===== src/rtl/bitserial_alu.sv =====
// Multi-column bit-serial add/sub/xor/and unit fed by sensed BL/BLB pairs, LSB first.
// A per-column carry latch spans bit positions; start/done sequences one operation.
module bitserial_alu #(
  parameter int COLS = 8,
  parameter int LENW = 5
) (
  input  logic            clk,
  input  logic            rst_n,
  input  logic            start,
  input  logic [1:0]      mode,
  input  logic [LENW-1:0] op_len,
  input  logic            abort,
  input  logic            bit_valid,
  input  logic [COLS-1:0] bl,
  input  logic [COLS-1:0] blb,
  output logic            busy,
  output logic [COLS-1:0] sum,
  output logic            sum_valid,
  output logic            done,
  output logic [COLS-1:0] cout,
  output logic [COLS-1:0] ovf
);

  typedef enum logic [1:0] {S_IDLE, S_RUN, S_FINISH} state_e;

  localparam logic [1:0] M_SUB = 2'b01;
  localparam logic [1:0] M_XOR = 2'b10;

  state_e          state_q, state_d;
  logic [1:0]      mode_q;
  logic [LENW-1:0] len_q, cnt_q;
  logic [COLS-1:0] carry_q, sum_q, cout_q, ovf_q;
  logic            sum_valid_q;

  logic [COLS-1:0] x, g, s, c_nxt;
  logic            arith, accept, last, start_ok;

  // BL high means both cells store 1, BLB high means both store 0; neither means they differ.
  always_comb begin
    x     = ~(bl | blb);
    g     = bl;
    arith = ~mode_q[1];
    if (arith) begin
      s     = x ^ carry_q;
      c_nxt = g | (x & carry_q);
    end else begin
      s     = (mode_q == M_XOR) ? x : g;
      c_nxt = '0;
    end
  end

  assign start_ok = (state_q == S_IDLE) && start && (op_len != '0);
  assign accept   = (state_q == S_RUN) && bit_valid;
  assign last     = accept && (cnt_q == len_q - LENW'(1));

  always_comb begin
    state_d = state_q;
    case (state_q)
      S_IDLE:   if (start_ok) state_d = S_RUN;
      S_RUN: begin
        if (abort)     state_d = S_IDLE;
        else if (last) state_d = S_FINISH;
      end
      S_FINISH: state_d = S_IDLE;
      default:  state_d = S_IDLE;
    endcase
  end

  always_ff @(posedge clk or negedge rst_n) begin
    if (!rst_n) state_q <= S_IDLE;
    else        state_q <= state_d;
  end

  always_ff @(posedge clk or negedge rst_n) begin
    if (!rst_n) begin
      mode_q      <= '0;
      len_q       <= '0;
      cnt_q       <= '0;
      carry_q     <= '0;
      sum_q       <= '0;
      sum_valid_q <= 1'b0;
      cout_q      <= '0;
      ovf_q       <= '0;
    end else begin
      // A bit accepted alongside abort still reports its sum.
      sum_valid_q <= accept;
      if (accept) sum_q <= s;
      if (start_ok) begin
        mode_q  <= mode;
        len_q   <= op_len;
        cnt_q   <= '0;
        carry_q <= {COLS{mode == M_SUB}};
      end else if (abort && state_q != S_IDLE) begin
        carry_q <= '0;
      end else if (accept) begin
        carry_q <= c_nxt;
        cnt_q   <= cnt_q + LENW'(1);
        if (last) begin
          cout_q <= c_nxt;
          ovf_q  <= arith ? (carry_q ^ c_nxt) : '0;
        end
      end
    end
  end

  assign busy      = (state_q != S_IDLE);
  assign done      = (state_q == S_FINISH) && !abort;
  assign sum       = sum_q;
  assign sum_valid = sum_valid_q;
  assign cout      = cout_q;
  assign ovf       = ovf_q;

endmodule


===== config.mk =====
export PLATFORM = sky130hd
export DESIGN_NAME = bitserial_alu
export DESIGN_NICKNAME = d
export VERILOG_FILES = /design/src/rtl/bitserial_alu.sv
export SDC_FILE = /design/constraint.sdc
export NUM_CORES = 1
export LEC_CHECK = 0
export ABC_CLOCK_PERIOD_IN_PS = 2000
export CAP_MARGIN = 20
export CORE_MARGIN = 3
export CORE_UTILIZATION = 44
export CTS_CLUSTER_SIZE = 20
export DETAILED_ROUTE_END_ITERATION = 8
export HOLD_SLACK_MARGIN = 0.02
export PLACE_DENSITY = 0.7
export SLEW_MARGIN = 0
export SYNTH_ARGS = -nofsm -noshare
export SYNTH_HDL_FRONTEND = slang
export SYNTH_SLANG_ARGS = --single-unit

===== constraint.sdc =====
create_clock -name clk -period 2 [get_ports clk]
set_input_delay 0.3 -clock clk [delete_from_list [all_inputs] [get_ports clk]]
set_output_delay 0.3 -clock clk [all_outputs]
set_load 0.05 [all_outputs]

-- After elaboration in Yosys (flattened, before gate mapping)
Cells that the tools add are included.
- add/sub/neg operators: 2
- equality and inequality tests: 8
- multiplexer cells: 14
- bitwise gates (word level): 8
- reduce and logical (&&, ||, !) cells: 15
- operators with widths (operator ; count):
    $mux 8 ; 7
    $or 8x8->8 ; 2
    $xor 8x8->8 ; 2
    $mux 5 ; 3
    $and 8x8->8 ; 1
    $not 8->8 ; 1
    $logic_and 1x1->1 ; 6
    $mux 2 ; 3
    $add 5x1->5 const B ; 1
    $eq 5x5->1 ; 1
    $reduce_bool 5->1 ; 1
    $sub 5x1->5 const B ; 1
    $eq 2x1->1 const B ; 2
    $eq 2x2->1 const B ; 2
    $ne 2x2->1 const B ; 2
    $pmux 2 s2 ; 1
    $reduce_and 2->1 ; 2
    $reduce_and 4->1 ; 1
    $reduce_bool 2->1 ; 2
    $ne 3x3->1 const B ; 1
    $reduce_bool 3->1 ; 1
    $logic_not 2->1 ; 1
    $not 1->1 ; 2
    $logic_not 1->1 ; 1
- flip-flop bits (word level): 47
- input bits: 28
- output and inout port bits: 27
- logic and storage cells: 56

-- Logic depth before layout (Yosys ltp)
- depth in word-level cells: 8
- mapped depth: 9
- depth with buffers taken out: 7

-- Least setup slack after synthesis
No wires, ideal clock.
- kind: register to register
- start: register state_q[0]
- end: register cout_q[0] (netlist: cout[0])
- library setup time: 0.125 ns
- data arrival time: 1.890 ns
- data required time: 1.875 ns
- setup slack: -0.015 ns
- cell stages (with the launch flop): 9
- buffers on the path: 3
- period minus slack after synthesis: 2.015 ns
- path through: dfrtp_1 or2_0 buf_4 a211oi_4 a21oi_4 nor2b_4 buf_6 buf_6 mux2_4
- elaborated cells between the ends (all ways): 11
- those cells by class: 1 x eq/ne; 2 x bitwise; 8 x reduce/logical
- RTL lines (item ; line ; source):
    start, declared ; 29 ; state_e state_q, state_d;
    start signal, assigned ; 71 ; else state_q <= state_d;
    $reduce_bool 2->1 ; - ;
    net busy ; 16 ; output logic busy,
    $logic_and 1x1->1 ; 93 ; end else if (abort && state_q != S_IDLE) begin
    $not 1->1 (no source line) ; - ;
    $reduce_and 4->1 (no source line) ; - ;
    end signal, assigned ; 99 ; cout_q <= c_nxt;
    end, declared ; 32 ; logic [COLS-1:0] carry_q, sum_q, cout_q, ovf_q;
The timed path passes the listed nets, and every way through them passes these cells.
A chain may end at the register's enable or synchronous reset.

-- Worst setup path in the final report
- start: register len_q[1]
- end: register ovf_q[4] (netlist: ovf[4])
- cells in the longest elaborated chain, start to end: 4
- ends and longest elaborated chain (item ; line ; source):
    start, declared ; 31 ; logic [LENW-1:0] len_q, cnt_q;
    start signal, assigned ; 90 ; len_q <= op_len;
    $sub 5x1->5 ; 54 ; assign last = accept && (cnt_q == len_q - LENW'(1));
    $eq 5x5->1 ; 54 ;
    $logic_and 1x1->1 ; 54 ;
    $reduce_and 4->1 (no source line) ; - ;
    end signal, assigned ; 100 ; ovf_q <= arith ? (carry_q ^ c_nxt) : '0;
    end, declared ; 32 ;
No other way between the ends.

==> metrics.txt <==
Max Used Layer=met4; Final setup viols=0; register area=1180 um2; WL met3=230 um; sequential area share after synthesis=0.473; Final Skew=0.00892 ns; diodes inserted=0; post-route ant nets=0; outcome=finished clean; Core Util, Final=0.649; Final Non-Filler Cells=387; Cells after Synth=247; footprint of the multi-input gates=1280 um2; CTS Root Cell=clkbuf_8; I/O pin total=55; Hold/Removal Path Class=in -> async; Crit. End Element=register; WS Path Type=reg -> reg; Avg Inst Size Synth=10.1 um2; slew margin rel.=0.537; IO buf count=54; Final HPWL DP=4.34 mm; die height=81.2 um; fin. max-slew vios=0; Unique masters post-synth=27; largest stage delay on the critical path=0.41 ns; CP arrival=2.14 ns; Top delay family on crit path=simple AND/OR/NAND/NOR gates; Detail Route met2 WL=3.04 mm; clk_lat worst skew=0.30 ns; Critical Path RT=2.19 ns; initial antenna violation count=0; Yosys warnings=0; post-placement cell count=378; Power per Cell Area=1360 nW/um2; hold slack=0.0297 ns; total CTS buffers=5; nets@finish=354; setup tns final=0 ns; CTS Buffer Depth=2; R2R cell count=8; Startpoint Class=register; f_max=0.511 GHz; Fillers=450; P_leak=1.53 nW; All-Layer GR Usage=0.189; Worst VDD drop=693 uV; die area=6590 um2; Hold Vio Cnt, Final=0; cts hold-fix bufs=0; Core ar.=5270 um2; Worst Path Buf+Inv=2; critical path depth in cells=8; first-pass GRT wire length=9.59 mm; row cnt=26; CTS tree=built; largest net degree at the start of global routing=32; max_cap viols=0; Final Power=4.65 mW; cell chain of the critical path=inv_2 > ha_4 > xor2_1 > xnor2_1 > nand4_1 > nor2b_4 > buf_12 > mux2_4; WL/cell=15.2 um; Final Cycle Share=0.978; WL met1=2.57 mm; Clock Sink Count=47; # DRC=0; Layout area overhead=37.5%; Die Wd=81.2 um; clock-pin slew on the worst setup and hold paths=0.09 ns; GP Congestion=0.769; share of post-route cells with drive strength above 1=0.180; GRT Residual Overflow=0; slowest CP cell=dfrtp_1; Vias/cell=5.17; drt initial violations=100; Worst-Margin Slew=0.689 ns; 1st-pass router iterations=4; post-synthesis net count=285; critical-path maximum fanout=8; FF+latch count, synth=47; vias in the first global route=2048; RSZ-0062 raised after global routing=true; DR vias=2000; post-layout min period=1.96 ns; area of the mapped netlist=2490 um2; final wirelength=5.88 mm; htree depth=2; initial cell density of the core=0.472
## through the flow
step | area [um2] | setup WS (ns)
finish | 3420 | 0.0440
floorplan | 2490 | 0.00957
global placement | 3230 | -0.0941
detailed placement | 3230 | -0.124
global route | 3420 | -0.0764
CTS | 3370 | 0.0164
## cells by family after synthesis
group / Yosys count / share of synthesized area
AND/OR/NAND/NOR: 92 / 0.162
flip-flops: 47 / 0.473
AO/OA/AOI/OAI: 42 / 0.108
multiplexers: 21 / 0.109
XOR/XNOR: 19 / 0.0669
buffers and inverters: 16 / 0.0317
adder cells (fa/ha/maj): 10 / 0.0503
## synth_stat cells (all sizes together)
library cell	count	area, um2
nand2	31	116
nor2b	1	13.8
nor2	38	143
o22ai	1	6.26
nand4	3	18.8
nor3	11	55.1
dfrtp	47	1180
nor3b	2	15.0
inv	5	18.8
clkbuf	8	30.0
a21oi	10	61.3
mux2	21	270
nand2b	1	6.26
or2	1	6.26
xnor2	5	43.8
a2bb2oi	8	70.1
a211oi	1	20.0
nand3	1	5.00
o21ai	22	110
nand3b	3	22.5
ha	10	125
xor2	14	123
buf	3	30.0
## repair_timing
item	4_1_cts	5_1_grt
buffers inserted	0	1
gates resized for setup	1	12
pin swaps	0	3
gates cloned	0	0
endpoints found under the setup margin	14	16
## path summary, 6_finish.rpt
check                               from      end  slack (ns)
worst max-delay path            len_q[1]   ovf[4]        0.04
worst min-delay path               rst_n   sum[0]        0.03
worst max register to register  len_q[1]   ovf[4]        0.04
worst min register to register    sum[4]   sum[4]        0.48
max in group asynchronous          rst_n  cout[2]        1.36
min in group clk                  sum[4]   sum[4]        0.48
## state kept, by name, indices dropped and copies added, names as in the netlist
signal / flops
carry_q: 8
cout: 8
ovf: 8
sum: 8
cnt_q: 5
len_q: 5
mode_q: 2
state_q: 2
sum_valid: 1
## report_power, final
| group | total, mW | switching (mW) | internal, mW |
|---|---|---|---|
| Sequential | 1.55 | 0.283 | 1.27 |
| Clock | 0.818 | 0.318 | 0.500 |
| Combinational | 2.29 | 1.32 | 0.964 |
## per-layer routing
| metal | vias up | global-route usage |
|---|---|---|
| li1 | 976 | - |
| met1 | 980 | 0.226 |
| met2 | 37 | 0.346 |
| met3 | 7 | 0.0410 |
| met4 | 0 | 0.0439 |
| met5 | - | 0 |
## worst register-to-register path, cell delays in order, from the launching register on
cell and delay (ns):
dfrtp_1 0.41, inv_2 0.09, ha_4 0.14, xor2_1 0.19, xnor2_1 0.14, nand4_1 0.19
nor2b_4 0.23, buf_12 0.16, mux2_4 0.30
## cell usage in the layout (no fill, tap or decap), types with 2 or more instances in the layout
cell and count:
a21oi_1 9, buf_4 17, nand3b_1 3, a2bb2oi_1 8, mux2_4 16, ha_1 9, inv_2 2, xor2_1 14
clkdlybuf4s50_1 51, clkbuf_8 5, buf_12 4, nand4_1 3, dfrtp_1 47, o21ai_0 21, nor3_1 11, nand2_1 31
bufinv_16 2, xnor2_1 5, inv_1 3, nor2_1 38, mux2_2 5
## area by class of cell
class / count / share of cell area
Clock inverter: 2 / 0.0176
Multi-Input combinational cell: 184 / 0.375
Inverter: 5 / 0.00549
Clock buffer: 6 / 0.0212
Timing Repair Buffer: 73 / 0.211
Sequential cell: 47 / 0.344
Tap cell: 70 / 0.0256
(Power assumes the default switching activity.)
